## config.mk

```make
export PLATFORM = sky130hd
export DESIGN_NAME = d_seq_packer
export DESIGN_NICKNAME = d
export VERILOG_FILES = /design/src/rtl/d_seq_packer.sv
export SDC_FILE = /design/constraint.sdc
export NUM_CORES = 1
export LEC_CHECK = 0
export ABC_CLOCK_PERIOD_IN_PS = 2600
export CAP_MARGIN = 15
export CORE_MARGIN = 4
export CORE_UTILIZATION = 60
export DETAILED_ROUTE_END_ITERATION = 10
export DONT_BUFFER_PORTS = 1
export PLACE_DENSITY = 0.86
export SYNTH_ARGS = -nofsm -noshare
export SYNTH_HDL_FRONTEND = slang
export SYNTH_SLANG_ARGS = --single-unit
```

## constraint.sdc

```tcl
create_clock -name clk -period 2.6 [get_ports clk]
set_input_delay 0.52 -clock clk [delete_from_list [all_inputs] [get_ports clk]]
set_output_delay 0.52 -clock clk [all_outputs]
set_load 0.01 [all_outputs]
```

## src/rtl/d_seq_packer.sv

```systemverilog
// Packs D_W-bit items into PACK_N-slot words, first item at the LSBs, with flush for partial words.
// Optional pk_parity output is enabled by defining D_SEQ_PACKER_PARITY_EN.
module d_seq_packer #(
    parameter int PACK_N = 10,
    parameter int D_W    = 3
) (
    input  logic                  clk,
    input  logic                  rst,
    input  logic                  d_valid,
    output logic                  d_ready,
    input  logic [D_W-1:0]        d_data,
    input  logic                  d_flush,
    output logic                  pk_valid,
    input  logic                  pk_ready,
    output logic [PACK_N*D_W-1:0] pk_data,
    output logic [3:0]            pk_count,
    output logic [15:0]           pk_words,
`ifdef D_SEQ_PACKER_PARITY_EN
    output logic                  pk_parity,
`endif
    output logic [3:0]            state
);

    typedef enum logic [3:0] {
        IDLE = 4'h0,
        FILL = 4'h1,
        HOLD = 4'h2
    } state_t;

    localparam logic [3:0] PACK_N_W = 4'(PACK_N);

    state_t                  state_q;
    state_t                  state_next;
    logic [3:0]              count_q;
    logic [3:0]              count_next;
    logic [PACK_N*D_W-1:0]   buffer_q;
    logic [PACK_N*D_W-1:0]   buffer_next;
    logic                    accept;
    logic                    deliver;

    assign accept  = d_valid && d_ready;
    assign deliver = pk_valid && pk_ready;

    always_ff @(posedge clk) begin
        if (rst) begin
            state_q <= IDLE;
        end else begin
            state_q <= state_next;
        end
    end

    always_comb begin
        state_next = IDLE;
        case (state_q)
            IDLE: begin
                state_next = IDLE;
                if (accept) begin
                    state_next = (PACK_N == 1 || d_flush) ? HOLD : FILL;
                end
            end
            FILL: begin
                state_next = FILL;
                if (accept) begin
                    if ((count_q + 4'd1) == PACK_N_W || d_flush) begin
                        state_next = HOLD;
                    end
                end else if (d_flush) begin
                    state_next = HOLD;
                end
            end
            HOLD: begin
                state_next = deliver ? IDLE : HOLD;
            end
            default: state_next = IDLE;
        endcase
    end

    always_comb begin
        d_ready  = (state_q == IDLE) || (state_q == FILL);
        pk_valid = (state_q == HOLD);
    end

    // The buffer and count only change on an accept (write slot count) or a delivery (clear).
    always_comb begin
        buffer_next = buffer_q;
        count_next  = count_q;
        case (state_q)
            IDLE, FILL: begin
                if (accept) begin
                    for (int i = 0; i < PACK_N; i++) begin
                        if (i == int'(count_q)) begin
                            buffer_next[i*D_W +: D_W] = d_data;
                        end
                    end
                    count_next = count_q + 4'd1;
                end
            end
            HOLD: begin
                if (deliver) begin
                    buffer_next = '0;
                    count_next  = '0;
                end
            end
            default: begin
                buffer_next = '0;
                count_next  = '0;
            end
        endcase
    end

    always_ff @(posedge clk) begin
        if (rst) begin
            buffer_q <= '0;
            count_q  <= '0;
        end else begin
            buffer_q <= buffer_next;
            count_q  <= count_next;
        end
    end

    always_ff @(posedge clk) begin
        if (rst) begin
            pk_words <= '0;
        end else if (deliver && pk_words != 16'hFFFF) begin
            pk_words <= pk_words + 16'd1;
        end
    end

`ifdef D_SEQ_PACKER_PARITY_EN
    logic parity_q;

    always_ff @(posedge clk) begin
        if (rst) begin
            parity_q <= 1'b0;
        end else begin
            parity_q <= ^buffer_next;
        end
    end

    assign pk_parity = parity_q;
`endif

    assign pk_data  = buffer_q;
    assign pk_count = count_q;
    assign state    = state_q;

endmodule
```

# After elaboration in Yosys (flattened, before gate mapping)
# Cells that the tools add are included.
# op_classes
n_addsub	2
eq_ne	25
muxes	22
reduce_logical	19
# op_table
op	count
30-bit two-way mux	2
30-bit one-hot mux with 2 select lines	1
3-bit two-way mux	10
3-bit AND reduction	10
4-bit == test (first input constant)	6
2-bit != test (second input constant)	11
16-bit by 1-bit adder with 16-bit output (second input constant)	1
16-bit != test (second input constant)	1
4-bit two-way mux	3
4-bit one-hot mux with 3 select lines	1
3-bit by 4-bit == test with 1-bit output (first input constant)	2
4-bit zero test	2
2-bit two-way mux	4
4-bit one-hot mux with 2 select lines	1
4-bit by 1-bit adder with 4-bit output (second input constant)	1
2-bit by 4-bit == test with 1-bit output (first input constant)	1
4-bit by 1-bit == test with 1-bit output (second input constant)	1
4-bit by 2-bit == test with 1-bit output (second input constant)	1
4-bit == test (second input constant)	1
1-bit logical AND	3
1-bit logical OR	2
2-bit by 1-bit != test with 1-bit output (second input constant)	1
2-bit AND reduction	1
2-bit OR reduction	1
# totals
register_bits	54
wordCells	81

# Depth between registers and ports, before layout
# Gate-level depths: netlist of the first run.
# depth
word_depth	6
depth_mapped	6
ltp_nobuf	6

# Worst setup path before layout of the first run
# OpenSTA, ideal clock, no wires.
# synth_timing
path_type	register -> register
startpoint	register pk_words[0]
endpoint	register pk_words[6]
t_arrival_ps	1636
t_required_ps	2530
slack_ps	894
stages_incl_launch_ff	6
path_buffers	1
synth_period_minus_slack_ps	1706
cell_sequence	dfxtp_1 -> ha_1 -> nand4b_1 -> clkbuf_1 -> or4_2 -> a21oi_1
# synth_via
elab_chain_cells	2
elab_cells_between_ends	3
# synth_rtl
item	line_no	source
start, declared	17	output logic [15:0] pk_words,
start signal, assigned	125	pk_words <= pk_words + 16'd1;
parallel branches: the longest is 2 deep, another holds 16-bit by 1-bit adder with 16-bit output	--	
# Several ways; the timed one is not identified.
# A chain may end at the register's enable or synchronous reset.

# Worst setup path in the final report of the first run
# layout_timing
startpoint	register state_q[1] (netlist: state[1])
endpoint	register buffer_q[22] (netlist: pk_data[22])
# layout_via
elab_chain_cells	5
elab_cells_between_ends	12
# layout_rtl
item	line_no	source
start, declared	32	state_t state_q;
start signal, assigned	48	state_q <= state_next;
4-bit by 1-bit == test with 1-bit output / 4-bit zero test (equally long branches)	79	d_ready = (state_q == IDLE) || (state_q == FILL);
1-bit logical OR *	79	
via d_ready	10	output logic d_ready,
1-bit logical AND *	41	assign accept = d_valid && d_ready;
2-bit != test (no source line) *	--	
3-bit AND reduction (no source line) *	--	
end signal, assigned	116	buffer_q <= buffer_next;
end, declared	36	logic [PACK_N*D_W-1:0] buffer_q;
# Mark *: on every way through the listed nets, which the timed path passes. The rest lies on a longest branch.

==> summary.txt, run 1 <==
Status
  – Status: completed

Floorplanning
  – Die Span X: 71.97 microns
  – Ports: 64
  – Die area: 5179 sq um
  – CORE AREA: 3799 sq um
  – Std cell rows: 22
  – Die height: 71.97 microns
  – Initial Util: 64.62%

Critical path
  – Worst path bufs/invs: 1
  – Family with the most delay on the worst path: compound AO/OA/AOI/OAI gates
  – R2R Path Start: state[1]
  – Kind of critical path: register to register
  – Crit path from: state[1]
  – Worst Path Required: 2.81 ns
  – CP peak stage delay: 0.79 ns
  – R2r endpoint: pk_data[22]
  – Critical Path Sink: pk_data[22]
  – WP data arrival: 2.61 ns
  – CP Max Fanout: 17
  – Startpoint types: register
  – Critical path's slowest cell: a211oi_1
  – FF-to-FF setup slack: 0.20 ns
  – Crit path cell chain: clkinv_1, a211oi_1, mux2i_1, nor2_1
  – Worst-case reg-to-reg path depth: 4
  – Crit end category: register
  – Critical Path Stages: 4

Clock tree
  – CTS Buf Count: 5
  – Worst-Skew Late Latency: 0.31 ns
  – CTS resizes: 0
  – Clock-pin slew on the worst setup and hold paths: 0.10 ns
  – Post-CTS Repair Setup Buffers: 0
  – CTS tree: built
  – Clk buf depth: 2
  – Root Buffer: clkbuf_8
  – CTS hold repair buffers: 0
  – Number of H-tree levels: 2
  – Clock Sinks: 52

Detailed routing
  – Starting DRC count in detailed routing: 155
  – Routed WL: 5378 microns
  – First drt pass iteration count: 4
  – Metal1 wirelength: 2331 microns
  – Routed wire per std cell: 17.58 microns
  – DR WL met3: 565 microns
  – DRT antenna net count: 0
  – Top sig layer: met4
  – DR vias: 1,896
  – Via-to-Cell Ratio: 6.196
  – Met2 WL: 2423 microns
  – DRC Markers: 0

Logic synthesis
  – Largest area contributor in the netlist: dfxtp_1
  – Mapped cell area: 2455 sq um
  – Synth Instances: 267
  – Mean post-synth cell area: 9.194 sq um
  – Count of yosys warnings during synthesis: 0
  – Post-synthesis mux area share: 13.56%
  – Post-synth top area share: 42.41%
  – Post-synth cell types: 47
  – Synth Area in Simple Gates: 24.46%
  – Post-Synth Adder-Cell Area: 2.548%
  – #FFs+latches synth: 52
  – Area contributors post-synth: dfxtp_1, mux2i_1, nor2_1
  – Largest family of logic cells by synthesized area: simple AND/OR/NAND/NOR gates
  – Seq/Total Area, Yosys: 42.41%
  – Compound-Gate Fraction of Synth Area: 12.03%
  – Synth Area in XOR/XNOR: 0.7136%

Placed design
  – RePlAce Congestion: 0.8676
  – Pre-CTS setup slack: 0.2852 ns
  – Number of I/O port buffers: 0
  – Post-Place Cells: 298
  – Post-DP HPWL: 3802 microns

STA
  – Minimum clock period: 2.399 ns
  – Setup TNS: 0 ns
  – RSZ-0062 raised after global routing: false
  – Hold Fails Final Rpt: 0
  – Fin crit share: 92.29%
  – Final setup fails: 0
  – WHS: 0.2685 ns
  – Worst slew margin: 44.28%
  – Highest Clock Rate: 0.4168 GHz
  – Final slew viol count: 0
  – Worst slew pin tran: 0.8307 ns
  – Setup WS post-layout: 0.2005 ns
  – Setup Skew: 0.006229 ns

Global routing
  – First-pass GRT wire length: 8763 microns
  – Antenna violations before repair: 0
  – Vias in the first global route: 1,774
  – Largest net degree at the start of global routing: 56
  – Gr usage total: 20.98%
  – GRT overflow: 0

Flow run
  – Max Cap Viol: 0

Cells and area
  – Most common cell after layout, fill and taps aside: dfxtp_1
  – Layout area overhead: 3.415%
  – Non-Filler Instances: 306
  – Nets@finish: 270
  – # fillers: 306
  – Antenna cells: 0
  – Share of cells above drive strength 1: 8.140%
  – Commonest non-fill, non-tap cells in the layout: dfxtp_1, nor2_1, mux2i_1, a21oi_1, o21ai_0
  – Final Util: 66.83%

Hold path
  – Worst Hold Class: primary input to register
  – Hold path startpoint: d_flush

Power
  – Worst vdd ir: 0.0003911 V
  – Lkg Pwr: 0.9347 nW
  – Power density over the cells: 575.9 nW/um^2
where the power goes:
group / switching [mW] / leakage, nW / internal, mW / total (mW)
registers: 0.0373 / 0.421 / 0.821 / 0.858
clock network: 0.288 / 0.0491 / 0.199 / 0.486
logic: 0.0668 / 0.464 / 0.0508 / 0.118
total: 0.392 / 0.935 / 1.07 / 1.46
metrics by stage:
stage,area [sq um],power (mW)
2_1_floorplan,2459,0.9797
3_3_place_gp,2444,0.9881
3_5_place_dp,2444,0.9930
4_1_cts,2539,1.478
5_1_grt,2539,1.535
6_report,2539,1.462
Yosys cell counts (all sizes together):
cell type  number
nor4            4
ha              5
o211ai          5
a2bb2oi         1
nand4           6
nor3            1
nand3           5
nand4b          1
o21ba           1
or3             7
and2            2
and3            1
xnor2           1
nor3b           5
nand2b          3
a211oi          7
o21ai          10
xor2            1
nand2           5
and4            1
or3b            1
mux2i          31
clkinv          1
a41oi           1
o31ai           6
conb            1
dfxtp          52
or2             1
and3b           1
nor2b           7
buf             4
a22oi           1
a21oi          15
or4             5
mux2            2
nor2           39
nand3b          8
inv             4
clkbuf         15
cells by family (layout without fill, tap and decap cells):
kind of cell    after synthesis  in the layout
mux                          33             33
compound gates               47             47
other cells                   1              2
buf+inv                      24             14
flops                        52             52
xor+xnor                      2              2
fa+ha+maj                     5              5
simple gates                103            103
final cells by class:
class                   instances  area, sq um  share of cell area, %
clock inverters                 3        26.28                  1.035
repair buffers                  1        7.507                 0.2957
well taps                      48        60.06                  2.366
multi-input cells             192         1316                  51.85
inverters                       5        18.77                 0.7393
flip-flops and latches         52         1041                  41.01
clock buffers                   5        68.82                  2.711
worst reg2reg max path, delay by kind of cell (launching register included):
kind / cells / cell delay, ns
buffers and inverters: 1 / 0.47
and+or+nand+nor: 1 / 0.06
muxes: 1 / 0.27
AOI/OAI and AO/OA: 1 / 0.79
DFF: 1 / 0.70
how the worst min path moves through the flow:
stage	endpoint	slack [ns]	cells past startpoint
after floorplan	pk_words[1]	0.52	2
after global placement	pk_data[19]	0.55	2
after detailed placement	pk_data[18]	0.56	2
after CTS	pk_words[7]	0.26	1
after global routing	pk_data[15]	0.25	1
final	state[0]	0.27	1
flip-flops by register name (all words and copies together) (netlist names):
name,count
pk_data,30
pk_words,16
pk_count,4
state,2
metal layers:
metal	GRT usage, %	vias to the layer above
li1	-	930
met1	27.08	888
met2	31.84	71
met3	9.695	7
met4	5.428	0
met5	0	-
No activity file was read; power rests on OpenSTA's default activity.
==> run 2, diff against run 1 <==
--- a/config.mk
+++ b/config.mk
@@ -8,10 +8,9 @@
 export ABC_CLOCK_PERIOD_IN_PS = 2600
 export CAP_MARGIN = 15
 export CORE_MARGIN = 4
-export CORE_UTILIZATION = 60
+export CORE_UTILIZATION = 52
 export DETAILED_ROUTE_END_ITERATION = 10
-export DONT_BUFFER_PORTS = 1
-export PLACE_DENSITY = 0.86
+export PLACE_DENSITY = 0.95
 export SYNTH_ARGS = -nofsm -noshare
 export SYNTH_HDL_FRONTEND = slang
 export SYNTH_SLANG_ARGS = --single-unit
==> summary.txt, run 2 (synthesis results as in run 1) <==
Status
  – Status: completed

STA
  – RSZ-0062 raised after global routing: false
  – Setup WS post-layout: 0.2166 ns (+0.01611 ns)
  – Worst slew margin: 52.59% (+8.3 points)
  – WHS: 0.5069 ns (+0.2384 ns)
  – Worst slew pin tran: 0.7098 ns (-0.1210 ns)
  – Hold Fails Final Rpt: 0 (unchanged)
  – Final setup fails: 0 (unchanged)
  – Minimum clock period: 2.383 ns (-0.01611 ns)
  – Highest Clock Rate: 0.4196 GHz (+0.68%)
  – Setup TNS: 0 ns (unchanged)
  – Fin crit share: 91.67% (-0.62 points)
  – Setup Skew: 0.003404 ns (-0.002825 ns)
  – Final slew viol count: 0 (unchanged)

Global routing
  – Antenna violations before repair: 0 (unchanged)
  – Gr usage total: 20.51% (-0.47 points)
  – Vias in the first global route: 2,217 (+25%)
  – First-pass GRT wire length: 10,090 microns (+15%)
  – Largest net degree at the start of global routing: 31 (-45%)
  – GRT overflow: 0 (unchanged)

Power
  – Total power: 1.607 mW (+9.9%)
  – Lkg Pwr: 1.210 nW (+29%)
  – Worst vdd ir: 0.0004518 V (+16%)
  – Power density over the cells: 494.7 nW/um^2 (-14%)

Hold path
  – Hold endpoint: pk_data[19]
  – Worst Hold Class: register to register
  – Hold path startpoint: pk_data[19]
  – Hold path cells: 2 (+1)

Critical path
  – Kind of critical path: register to primary output
  – R2r endpoint: pk_words[14]
  – R2R Path Start: state[1]
  – WP data arrival: 1.86 ns (-0.75 ns)
  – Crit end category: primary output
  – Worst Path Required: 2.08 ns (-0.73 ns)
  – Worst-case reg-to-reg path depth: 4 (unchanged)
  – Startpoint types: register
  – CP Max Fanout: 17 (unchanged)
  – FF-to-FF setup slack: 0.41 ns (+0.21 ns)

Cells and area
  – Nets@finish: 342 (+27%)
  – Final Util: 72.60% (+5.8 points)
  – Register area: 1041 sq um (unchanged)
  – Multi-input gate area: 1316 sq um (unchanged)
  – Commonest non-fill, non-tap cells in the layout: clkdlybuf4s50_1, dfxtp_1, nor2_1, mux2i_1, a21oi_1
  – Share of cells above drive strength 1: 10.00% (+1.9 points)
  – # fillers: 336 (+9.8%)
  – Max FFs per register: 30 (unchanged)
  – Layout area overhead: 32.31%
  – Antenna cells: 0 (unchanged)
  – Most common cell after layout, fill and taps aside: clkdlybuf4s50_1

Clock tree
  – CTS hold repair buffers: 0 (unchanged)
  – Clk buf depth: 2 (unchanged)
  – CTS resizes: 0 (unchanged)
  – CTS tree: built
  – CTS Buf Count: 5 (unchanged)
  – Number of H-tree levels: 2 (unchanged)
  – Post-CTS Repair Setup Buffers: 0 (unchanged)
  – Clock Sinks: 52 (unchanged)
  – Root Buffer: clkbuf_8
  – Clock-pin slew on the worst setup and hold paths: 0.09 ns (about the same)
  – Worst-Skew Late Latency: 0.31 ns (about the same)

Floorplanning
  – Die height: 76.71 microns (+6.6%)
  – Die Span X: 76.71 microns (+6.6%)
  – Std cell rows: 24 (+9.1%)
  – Ports: 64 (unchanged)
  – CORE AREA: 4474 sq um (+18%)
  – Die area: 5884 sq um (+14%)
  – Initial Util: 54.87% (-9.8 points)

Detailed routing
  – Routed wire per std cell: 15.38 microns (-12%)
  – DR vias: 2,210 (+17%)
  – DRT antenna net count: 0 (unchanged)
  – First drt pass iteration count: 4 (unchanged)
  – Starting DRC count in detailed routing: 94 (-39%)
  – Routed WL: 5875 microns (+9.2%)
  – DRC Markers: 0 (unchanged)
  – Via-to-Cell Ratio: 5.785 (-6.6%)

Flow run
  – Max Cap Viol: 0 (unchanged)

Placed design
  – Pre-CTS setup slack: 0.2082 ns (-0.07700 ns)
  – Post-DP HPWL: 4219 microns (+11%)
  – Number of I/O port buffers: 61 (+61)
  – RePlAce Congestion: 0.8804 (+1.5%)
[run 2: cell types whose count changed in the layout (fill, tap and decap cells not counted), sizes merged]
| cell | previous run | this run |
|---|---|---|
| clkdlybuf4s50 | 0 | 60 |
| buf | 1 | 13 |
| inv | 6 | 4 |
| bufinv | 0 | 1 |
| clkinvlp | 0 | 1 |
[run 2: area by class of cell]
type / count / share of cell area, %
Inverter: 5 / 0.5778
Sequential cell: 52 / 32.05
Timing Repair Buffer: 73 / 21.42
Clock buffer: 5 / 2.119
Clock inverter: 3 / 1.310
Tap cell: 52 / 2.003
Multi-Input combinational cell: 192 / 40.52
[run 2: critical path, stage by stage, from the launching register on]
cell and delay (ns):
dfxtp_1 0.68, clkinv_1 0.18, nor2_1 0.15, clkdlybuf4s50_1 0.55
[run 2: power by group]
group	switching [mW]	internal, mW	total, mW
Sequential	0.0225	0.820	0.843
Clock	0.263	0.285	0.547
Combinational	0.106	0.111	0.217
[run 2: how the worst max path moves through the flow]
stage	from	endpoint	slack [ns]	cells after the start
3_5_place_dp	pk_ready	pk_words[14]	0.21	5
3_3_place_gp	pk_ready	pk_words[6]	0.32	4
2_1_floorplan	pk_words[0]	pk_words[6]	0.89	5
4_1_cts	state[1]	pk_valid	0.20	3
5_1_grt	state[1]	pk_valid	0.06	3
6_report	state[1]	pk_valid	0.22	3
[run 2: layer usage]
| layer | wire length, microns | part of all wire, % | up-vias | global-route usage (%) |
|---|---|---|---|---|
| li1 | - | - | 1074 | - |
| met5 | 0 | 0 | - | 0 |
| met4 | 112 | 1.9 | 0 | 8.514 |
| met2 | 2792 | 48 | 74 | 33.80 |
| met3 | 458 | 7.8 | 11 | 7.494 |
| met1 | 2512 | 43 | 1051 | 23.99 |
[run 2: metrics by stage]
stage	instance area (sq um)	std cells
after floorplan	2459	268
after global placement	3137	374
after detailed placement	3137	374
after CTS	3248	382
after global routing	3248	382
final	3248	382
==> run 3, diff against run 2 <==
--- a/config.mk
+++ b/config.mk
@@ -6,7 +6,6 @@
 export NUM_CORES = 1
 export LEC_CHECK = 0
 export ABC_CLOCK_PERIOD_IN_PS = 2600
-export CAP_MARGIN = 15
 export CORE_MARGIN = 4
 export CORE_UTILIZATION = 52
 export DETAILED_ROUTE_END_ITERATION = 10
==> constraint.sdc (replaced) <==
create_clock -name clk -period 2.6 [get_ports clk]
set_input_delay 0.26 -clock clk [delete_from_list [all_inputs] [get_ports clk]]
set_output_delay 0.26 -clock clk [all_outputs]
set_load 0.01 [all_outputs]
==> summary.txt, run 3 (synthesis results as in run 1) <==
Critical path
  – Startpoint types: register
  – Kind of critical path: register to primary output
  – Worst-case reg-to-reg path depth: 4 (unchanged)
  – R2R Path Start: state[1]
  – R2r endpoint: pk_data[13]
  – FF-to-FF setup slack: 0.42 ns (about the same)
  – Crit end category: primary output
  – Worst Path Required: 2.34 ns (+0.26 ns)
  – CP Max Fanout: 17 (unchanged)
  – WP data arrival: 2.10 ns (+0.24 ns)

Cells and area
  – Most common cell after layout, fill and taps aside: clkdlybuf4s50_1
  – Nets@finish: 334 (-2.3%)
  – # fillers: 342 (+1.8%)
  – Max FFs per register: 30 (unchanged)
  – Layout area overhead: 29.15%
  – Share of cells above drive strength 1: 7.764% (-2.2 points)
  – Commonest non-fill, non-tap cells in the layout: clkdlybuf4s50_1, dfxtp_1, nor2_1, mux2i_1, a21oi_1
  – Antenna cells: 0 (unchanged)
  – Final Util: 70.86% (-1.7 points)

Floorplanning
  – CORE AREA: 4474 sq um (unchanged)
  – Die Span X: 76.71 microns (unchanged)
  – Ports: 64 (unchanged)
  – Die area: 5884 sq um (unchanged)
  – Die height: 76.71 microns (unchanged)
  – Initial Util: 54.87% (unchanged)
  – Std cell rows: 24 (unchanged)

STA
  – Final setup fails: 0 (unchanged)
  – Worst slew pin tran: 0.7670 ns (+0.05724 ns)
  – Final slew viol count: 0 (unchanged)
  – Highest Clock Rate: 0.4239 GHz (+1.0%)
  – Fin crit share: 90.74% (-0.93 points)
  – Hold Fails Final Rpt: 0 (unchanged)
  – Setup Skew: 0.01231 ns (+0.008910 ns)
  – RSZ-0062 raised after global routing: false
  – Worst slew margin: 48.56% (-4.0 points)
  – Minimum clock period: 2.359 ns (-0.02409 ns)
  – Setup TNS: 0 ns (unchanged)

Power
  – Sw Share: 26.78% (+2.5 points)
  – Worst vdd ir: 0.0004465 V (-1.2%)
  – Power density over the cells: 482.8 nW/um^2 (-2.4%)
  – Comb pwr share: 13.8% (+0.3 points)
  – Lkg Pwr: 1.159 nW (-4.2%)
  – P_sw: 409.9 uW (+5.0%)
  – Reg power frac: 55.1% (+2.6 points)
  – Clock share of power: 31.1% (-3.0 points)
  – Internal power: 1.121 mW (-7.8%)

Global routing
  – First-pass GRT wire length: 9818 microns (-2.7%)
  – Vias in the first global route: 2,127 (-4.1%)
  – Gr usage total: 20.08% (-0.43 points)
  – Antenna violations before repair: 0 (unchanged)
  – Largest net degree at the start of global routing: 36 (+16%)
  – GRT overflow: 0 (unchanged)

Detailed routing
  – DRT antenna net count: 0 (unchanged)
  – DR vias: 2,157 (-2.4%)
  – First drt pass iteration count: 4 (unchanged)
  – Starting DRC count in detailed routing: 94 (unchanged)
  – Routed wire per std cell: 15.74 microns (+2.4%)
  – Routed WL: 5888 microns (+0.22%)
  – DRC Markers: 0 (unchanged)
  – Via-to-Cell Ratio: 5.767 (-0.31%)

Status
  – Status: completed

Clock tree
  – Worst-Skew Late Latency: 0.31 ns (about the same)
  – CTS hold repair buffers: 0 (unchanged)
  – Number of H-tree levels: 2 (unchanged)
  – Root Buffer: clkbuf_8
  – CTS resizes: 0 (unchanged)
  – CTS Buf Count: 5 (unchanged)
  – Clk buf depth: 2 (unchanged)
  – Clock-pin slew on the worst setup and hold paths: 0.10 ns (about the same)
  – Clock Sinks: 52 (unchanged)
  – CTS tree: built
  – Post-CTS Repair Setup Buffers: 0 (unchanged)

Hold path
  – Hold path cells: 2 (unchanged)
  – Hold path startpoint: rst
  – Hold endpoint: pk_count[1]
  – Worst Hold Class: primary input to register

Placed design
  – Post-DP HPWL: 4227 microns (+0.18%)
  – Number of I/O port buffers: 61 (unchanged)
  – RePlAce Congestion: 0.8770 (-0.39%)

Flow run
  – Max Cap Viol: 0 (unchanged)
## run 3: cell types whose count changed in the layout (fill, tap and decap cells not counted), sizes merged
cell    delta
bufinv     -1
clkinv     -1
inv        +2
buf        -8
## run 3: through the flow
stage	cells	total power, mW	setup slack (ns)	instance area [sq um]	hold WS [ns]
3_5_place_dp	366	1.070	0.4569	3077	0.4832
2_1_floorplan	268	0.9797	0.8938	2459	0.3385
3_3_place_gp	366	1.061	0.5528	3077	0.4727
6_report	374	1.531	0.2407	3171	0.4491
5_1_grt	374	1.593	0.09197	3171	0.4760
4_1_cts	374	1.541	0.2260	3171	0.4451
## run 3: per-layer routing
layer  global-route usage [%]  wire length, microns  up-vias
li1                         -                     -     1057
met1                    23.37                  2480     1024
met2                    35.80                  2856       69
met3                    6.206                   491        7
met4                    4.710                    60        0
met5                        0                     0        -
## run 3: cell type report
class	instances	area, sq um	area share (%)
Clock inverter	3	25.02	0.7893
Inverter	5	18.77	0.5919
Timing Repair Buffer	65	635.6	20.05
Clock buffer	5	68.82	2.170
Sequential cell	52	1041	32.83
Multi-Input combinational cell	192	1316	41.52
Tap cell	52	65.06	2.052
## run 3: worst max path at each step
stage,start,to,slack (ns),depth (start not counted)
6_report,state[1],pk_valid,0.24,3
4_1_cts,state[1],pk_valid,0.23,3
3_5_place_dp,state[1],pk_data[13],0.46,4
2_1_floorplan,pk_words[0],pk_words[6],0.89,5
5_1_grt,state[1],pk_valid,0.09,3
3_3_place_gp,state[1],pk_data[13],0.55,4
## run 3: critical path, stage by stage (launching register included)
cell             delay [ns]
dfxtp_1                0.66
clkinv_1               0.39
nor2_1                 0.19
clkdlybuf4s50_1        0.55
## run 3: power by group through the flow
stage	Combinational (mW)	Sequential, mW	Clock (mW)
after floorplan	0.114	0.866	0
after global placement	0.201	0.859	0
after detailed placement	0.209	0.861	0
after CTS	0.212	0.843	0.485
after global routing	0.228	0.848	0.518
final	0.211	0.843	0.477
